## src/rtl/vec_mem_seq.sv

```systemverilog
// Vector memory sequencer: turns one lv/sv command into VLEN_WORDS word
// transfers on the bram_rv ready/valid port, then pulses done (with err on misalignment).
module vec_mem_seq #(
  parameter int DATA_WIDTH = 32,
  parameter int ADDR_WIDTH = 10,
  parameter int VLEN_WORDS = 8
) (
  input  logic                             i_clk,
  input  logic                             i_rst,
  input  logic                             i_cmd_valid,
  output logic                             o_cmd_ready,
  input  logic                             i_cmd_store,
  input  logic [31:0]                      i_cmd_addr,
  input  logic [VLEN_WORDS*DATA_WIDTH-1:0] i_vreg_data,
  output logic [VLEN_WORDS*DATA_WIDTH-1:0] o_vreg_data,
  output logic                             o_done,
  output logic                             o_err,
  output logic [ADDR_WIDTH-1:0]            o_mem_addr,
  output logic [DATA_WIDTH-1:0]            o_mem_data,
  output logic                             o_mem_wr_valid,
  input  logic                             i_mem_wr_ready,
  output logic                             o_mem_rd_ready,
  input  logic                             i_mem_rd_valid,
  input  logic [DATA_WIDTH-1:0]            i_mem_data,
  output logic [DATA_WIDTH/8-1:0]          o_mem_byte_write_enable
);

  localparam int KW  = (VLEN_WORDS > 1) ? $clog2(VLEN_WORDS) : 1;
  localparam int BEW = DATA_WIDTH / 8;
  localparam int VW  = VLEN_WORDS * DATA_WIDTH;
  localparam logic [KW-1:0] K_LAST = KW'(VLEN_WORDS - 1);

  typedef enum logic [1:0] {S_IDLE, S_LOAD, S_STORE, S_DONE} state_t;

  state_t                state_q;
  logic [KW-1:0]         k_q;
  logic [KW-1:0]         k_d;
  logic [ADDR_WIDTH-1:0] addr_q;
  logic [ADDR_WIDTH-1:0] addr_d;
  logic                  cmd_ready_q;
  logic                  done_q;
  logic                  err_q;
  logic                  wr_valid_q;
  logic                  rd_ready_q;
  logic [BEW-1:0]        be_q;
  logic [DATA_WIDTH-1:0] wdata_q;
  logic [VW-1:0]         vreg_q;
  logic [DATA_WIDTH-1:0] buf_q [VLEN_WORDS];

  // Only the word-address bits and the alignment bits of the byte address matter.
  logic unused_addr_hi;
  assign unused_addr_hi = ^i_cmd_addr[31:ADDR_WIDTH+2];

  assign k_d    = k_q + KW'(1);
  assign addr_d = addr_q + ADDR_WIDTH'(1);

  always_ff @(posedge i_clk) begin
    if (i_rst) begin
      state_q     <= S_IDLE;
      k_q         <= '0;
      addr_q      <= '0;
      cmd_ready_q <= 1'b1;
      done_q      <= 1'b0;
      err_q       <= 1'b0;
      wr_valid_q  <= 1'b0;
      rd_ready_q  <= 1'b0;
      be_q        <= '0;
      wdata_q     <= '0;
      vreg_q      <= '0;
    end else begin
      done_q <= 1'b0;
      err_q  <= 1'b0;
      case (state_q)
        S_IDLE: begin
          if (i_cmd_valid && cmd_ready_q) begin
            cmd_ready_q <= 1'b0;
            k_q         <= '0;
            addr_q      <= i_cmd_addr[ADDR_WIDTH+1:2];
            if (i_cmd_store) begin
              for (int i = 0; i < VLEN_WORDS; i++)
                buf_q[i] <= i_vreg_data[i*DATA_WIDTH +: DATA_WIDTH];
            end
            if (i_cmd_addr[1:0] != 2'b00) begin
              state_q <= S_DONE;
              done_q  <= 1'b1;
              err_q   <= 1'b1;
            end else if (i_cmd_store) begin
              state_q    <= S_STORE;
              wr_valid_q <= 1'b1;
              be_q       <= '1;
              wdata_q    <= i_vreg_data[DATA_WIDTH-1:0];
            end else begin
              state_q    <= S_LOAD;
              rd_ready_q <= 1'b1;
            end
          end
        end
        S_LOAD: begin
          if (i_mem_rd_valid) begin
            for (int i = 0; i < VLEN_WORDS; i++)
              if (k_q == KW'(i)) vreg_q[i*DATA_WIDTH +: DATA_WIDTH] <= i_mem_data;
            if (k_q == K_LAST) begin
              state_q    <= S_DONE;
              done_q     <= 1'b1;
              rd_ready_q <= 1'b0;
            end else begin
              k_q    <= k_d;
              addr_q <= addr_d;
            end
          end
        end
        S_STORE: begin
          // A low ready is a stall: address and data stay put.
          if (i_mem_wr_ready) begin
            if (k_q == K_LAST) begin
              state_q    <= S_DONE;
              done_q     <= 1'b1;
              wr_valid_q <= 1'b0;
              be_q       <= '0;
            end else begin
              k_q     <= k_d;
              addr_q  <= addr_d;
              wdata_q <= buf_q[k_d];
            end
          end
        end
        S_DONE: begin
          state_q     <= S_IDLE;
          cmd_ready_q <= 1'b1;
        end
        default: begin
          state_q     <= S_IDLE;
          cmd_ready_q <= 1'b1;
        end
      endcase
    end
  end

  assign o_cmd_ready             = cmd_ready_q;
  assign o_vreg_data             = vreg_q;
  assign o_done                  = done_q;
  assign o_err                   = err_q;
  assign o_mem_addr              = addr_q;
  assign o_mem_data              = wdata_q;
  assign o_mem_wr_valid          = wr_valid_q;
  assign o_mem_rd_ready          = rd_ready_q;
  assign o_mem_byte_write_enable = be_q;

endmodule

```

## config.mk

```make
export PLATFORM = sky130hd
export DESIGN_NAME = vec_mem_seq
export DESIGN_NICKNAME = d
export VERILOG_FILES = /design/src/rtl/vec_mem_seq.sv
export SDC_FILE = /design/constraint.sdc
export NUM_CORES = 1
export LEC_CHECK = 0
export BUFFER_PORTS_ARGS = -buffer_cell sky130_fd_sc_hd__buf_2
export CAP_MARGIN = 30
export CELL_PAD_IN_SITES_DETAIL_PLACEMENT = 0
export CELL_PAD_IN_SITES_GLOBAL_PLACEMENT = 2
export CORE_ASPECT_RATIO = 0.6
export CORE_MARGIN = 2
export CORE_UTILIZATION = 29
export DETAILED_ROUTE_END_ITERATION = 16
export PLACE_DENSITY = 0.79
export RECOVER_POWER = 25
export SYNTH_ARGS = -nofsm -noshare
export SYNTH_HDL_FRONTEND = slang
export SYNTH_SLANG_ARGS = --single-unit
```

## constraint.sdc

```tcl
create_clock -name i_clk -period 12.6 [get_ports i_clk]
set_clock_uncertainty 0.2 [all_clocks]
set_input_delay 1.26 -clock i_clk [delete_from_list [all_inputs] [get_ports i_clk]]
set_output_delay 1.26 -clock i_clk [all_outputs]
set_load 0.01 [all_outputs]
```

### Yosys cells after proc, flatten, opt, wreduce, memory -nomap -nowiden

Memory sizes are Yosys's and may differ from the RTL's.
Cells that the tools add are included.

* memory bits (writable): 256
* bits in registers: 312
* logic and storage cells: 117
* input bits: 326
* memories kept: 1
* output and inout bits: 307

* mux-type cells: 53
* reductions and logical operators: 23
* add/subtract/negate cells: 2
* equality and inequality tests: 19
* bitwise operators: 1

Memories
* buf_q: words 8, width 32, read ports 1, clocked after Yosys merged registers in 0, write ports 8, RTL line 48 `logic [DATA_WIDTH-1:0] buf_q [VLEN_WORDS];`

Operators with widths (number)
* 32-bit 2-to-1 mux: 5
* 32-bit case mux with 2 select lines: 1
* 10-bit 2-to-1 mux: 4
* 10-bit case mux with 3 select lines: 1
* 3-bit AND reduction: 9
* 1-bit 2-to-1 mux: 20
* 4-bit 2-to-1 mux: 5
* 2-bit != test (second input constant): 9
* 6-bit AND reduction: 3
* 3-bit == test (second input constant): 4
* 2-bit 2-to-1 mux: 6
* 3-bit 2-to-1 mux: 4
* 10-bit by 1-bit adder with 10-bit output (second input constant): 1
* 3-bit case mux with 3 select lines: 1
* 2-bit case mux with 4 select lines: 1
* 4-bit case mux with 2 select lines: 1
* 2-bit nonzero test: 4
* 3-bit by 2-bit == test with 1-bit output (second input constant): 2
* 1-bit case mux with 2 select lines: 3
* 2-bit == test (second input constant): 2
* 4-bit AND reduction: 1
* 3-bit by 1-bit adder with 3-bit output (second input constant): 1
* 3-bit by 1-bit == test with 1-bit output (second input constant): 1
* 3-bit logical NOT: 1
* 8 further kinds: 8

### Logic depth before layout (Yosys ltp)

* depth in word-level cells: 5
* depth in mapped cells: 10
* depth with buffers taken out: 6

### Worst setup path before layout

No wires, ideal clock.

* kind: input port to flip-flop
* start: in i_rst
* end: mem buf_q[0][0] (enable)
* setup slack: -0.529 ns
* data arrival time: 12.050 ns
* stages: 3
* data required time: 11.521 ns
* library setup time: 0.879 ns
* buffers on the path: 0
* path through: inv_2 -> nand2_1 -> nor2_1

RTL lines
* start: declaration: RTL line 9 `input logic i_rst,`
* end: declaration: RTL line 48

==> results_dict.tcl <==
set metrics [dict create \
    status "complete, but fails checks" \
    violations "max-capacitance violations, max-slew violations" \
    relSlewSlack -1.92 \
    routabilityCongestion 0.836 \
    fin_tns_setup_ns 0 \
    core_um2 72100 \
    drive_gt1_frac 0.309 \
    area_delta_synth_final_pct 27.1 \
    worst_skew_pair.late_latency_ns 0.61 \
    cts_setup_buffers 0 \
    synth_edf_count 256 \
    hold_viol 0 \
    crit_arrival_ns 6.29 \
    synth_area_leaders "edfxtp_1 (36%), dfxtp_1 (29%), nand2_1 (11%)" \
    cellLeakagePower_nw 10.4 \
    syn_avg_cell_area_um2 11.4 \
    grt_util_all_layers 0.188 \
    grt_pass1_wl_um 106000 \
    rsz0062_at_grt "no" \
    ys_seq_area_frac 0.653 \
    slew_viol_final 88 \
    viasPerCell 4.83 \
    synth_fp_nets 2196 \
    min_path_type "flop to flop" \
    ys_types 54 \
    critical_path_class "primary input to flop" \
    period_share 0.506 \
    final_antenna_net_count 0 \
    root_buffer "clkbuf_16" \
    power.density_nw_per_um2 176 \
    fp.dieArea_um2 75400 \
    synth_top_area_frac 0.362 \
    antenna_found_initial 8 \
    drc 0 \
    ys.flop_type "dfxtp_1" \
    portBuffers 612 \
    final_net_count 2728 \
    cts-htree-levels 2 \
    grt_max_degree 203 \
    endpoint_kind "flop" \
    fmax_ghz 0.157 \
    crit_chain "clkbuf_1 > inv_2 > nand2_1 > nor2_4 > buf_4 > buf_12" \
    async_reset_ff_frac 0 \
    grt_pass1_vias 16100 \
    ios 633 \
    place_hpwl_um 51200 \
    cts_resized 0 \
    die_w_um 353 \
    grt_overflow 0 \
    period_needed_ns 6.37 \
    row_count 76 \
    syn_inst 1856 \
    synth_area_um2 21200 \
    cts_sinks 564 \
    initial_core_util 0.294 \
    cp-start-kind "primary input" \
    ir_drop_mv 0.102 \
    yosys.area.top_type "edfxtp_1" \
    crit_required_ns 12.52 \
    drv_cap 1 \
    max_stage_delay_ns 3.01 \
    die_h_um 214 \
    cts_tree "built" \
    vias 16500 \
    setup_violations 0 \
    post_drt_wl_per_cell_um 21.7 \
    fillers 7212 \
    drt_first_pass_iters 5 \
    clkTransAtPathRegs_ns 0.06 \
    cts_buffers 54 \
    drt_iter0_drc 1292 \
    clockBufferDepth 3 \
    holdBufCountCts 0 \
    fin_util 0.374 \
    wl_um 73900 \
    yosys_warnings 0 \
    ys_ff_latch 564 \
    critPathMaxFanout 202 \
    worst_pin_slew_ns 4.37 \
    critPathSlowestCell "clkbuf_1" \
]
[kinds of logic after synthesis]
kind of cell             share of synthesized area
adder cells (fa/ha/maj)                    0.00825
buffers and inverters                       0.0396
flip-flops                                   0.653
multiplexers                                0.0718
AND/OR/NAND/NOR                              0.121
AO/OA/AOI/OAI                                0.106
[path summary, 6_finish.rpt]
| check | startpoint | end | slack, ns | cells past startpoint |
|---|---|---|---|---|
| worst max register to register | k_q[0] | o_mem_data[6] | 8.69 | 8 |
| worst max-delay path | i_rst | buf_q[6][28] | 6.23 | 6 |
| worst min register to register | o_vreg_data[198] | o_vreg_data[198] | 0.25 | 2 |
| worst min-delay path | o_vreg_data[198] | o_vreg_data[198] | 0.25 | 2 |
[metal layers]
metal	routed length, µm	track usage
met4	1680	0.0539
met5	54	0
met2	34000	0.297
met1	33000	0.257
met3	5180	0.0459
[cell usage in the layout (no fill, tap or decap), types with 4 or more instances in the layout]
master / netlist / layout
nand2_1: 596 / 594
buf_2: 18 / 568
dfxtp_1: 308 / 307
a21oi_1: 266 / 266
edfxtp_1: 256 / 256
clkbuf_16: 0 / 57
mux4_2: 50 / 50
clkbuf_1: 102 / 50
a2111oi_0: 32 / 32
a221o_1: 32 / 32
buf_4: 9 / 24
inv_1: 15 / 15
mux4_1: 14 / 14
nand3_1: 13 / 13
ha_1: 14 / 12
clkbuf_8: 0 / 11
o21ai_0: 9 / 9
nor2_1: 9 / 8
bufinv_16: 0 / 8
and2_1: 8 / 7
a31oi_1: 7 / 7
clkinv_2: 0 / 7
clkinv_1: 1 / 6
and3_1: 5 / 5
nand4_1: 5 / 5
nor2b_1: 4 / 4
o32ai_1: 4 / 4
a211oi_1: 4 / 4
[where the power goes]
group | switching [mW] | leakage, nW | total (mW) | internal, mW
clock | 0.744 | 0.963 | 1.80 | 1.06
sequential | 0.0618 | 4.81 | 2.08 | 2.02
combinational | 0.546 | 4.58 | 0.868 | 0.322
total | 1.35 | 10.4 | 4.75 | 3.40
[final cells by class]
cell class              count  area, µm²  share of cell area
clock inverters            29        380              0.0141
multi-input cells        1110       6580               0.244
inverters                  17       63.8             0.00237
well taps                 975       1220              0.0452
flip-flops and latches    564      13900               0.514
repair buffers            641       3280               0.122
diodes                      3       7.51            0.000278
clock buffers              73       1600              0.0592
[metrics by stage]
stage	std cells	hold slack, ns	setup slack (ns)	area (µm²)	total power [mW]
after floorplan	1856	0.281	3.79	21200	2.69
after global placement	3304	0.239	8.12	25000	2.97
after detailed placement	3305	0.243	8.21	25000	2.99
after CTS	3407	0.252	8.59	27000	4.81
after global routing	3412	0.268	5.99	27000	4.95
final	3412	0.252	6.23	27000	4.75
[flip-flops by register name (all words and copies together), names as in the netlist]
register and flops:
o_vreg_data 256, o_mem_rd_ready 1, o_err 1, k_q 3
o_cmd_ready 1, state_q 2, o_mem_data 32, o_mem_byte_write_enable 1
o_done 1, buf_q 256, o_mem_addr 10
[worst max-delay path, delay by kind of cell]
family	cells	cell delay [ns]
simple gates	2	0.48
buf+inv	4	4.13
[cells in the mapped netlist, types with 7 or more instances]
library cell,number
buf_2,18
clkbuf_2,27
and2_1,8
a2111oi_0,32
a221o_1,32
clkbuf_1,102
mux4_1,14
o21ai_0,9
mux4_2,50
nand3_1,13
nor2_1,9
a31oi_1,7
dfxtp_1,308
ha_1,14
edfxtp_1,256
nand2_1,596
a21oi_1,266
inv_1,15
buf_4,9
(Power assumes the default switching activity.)
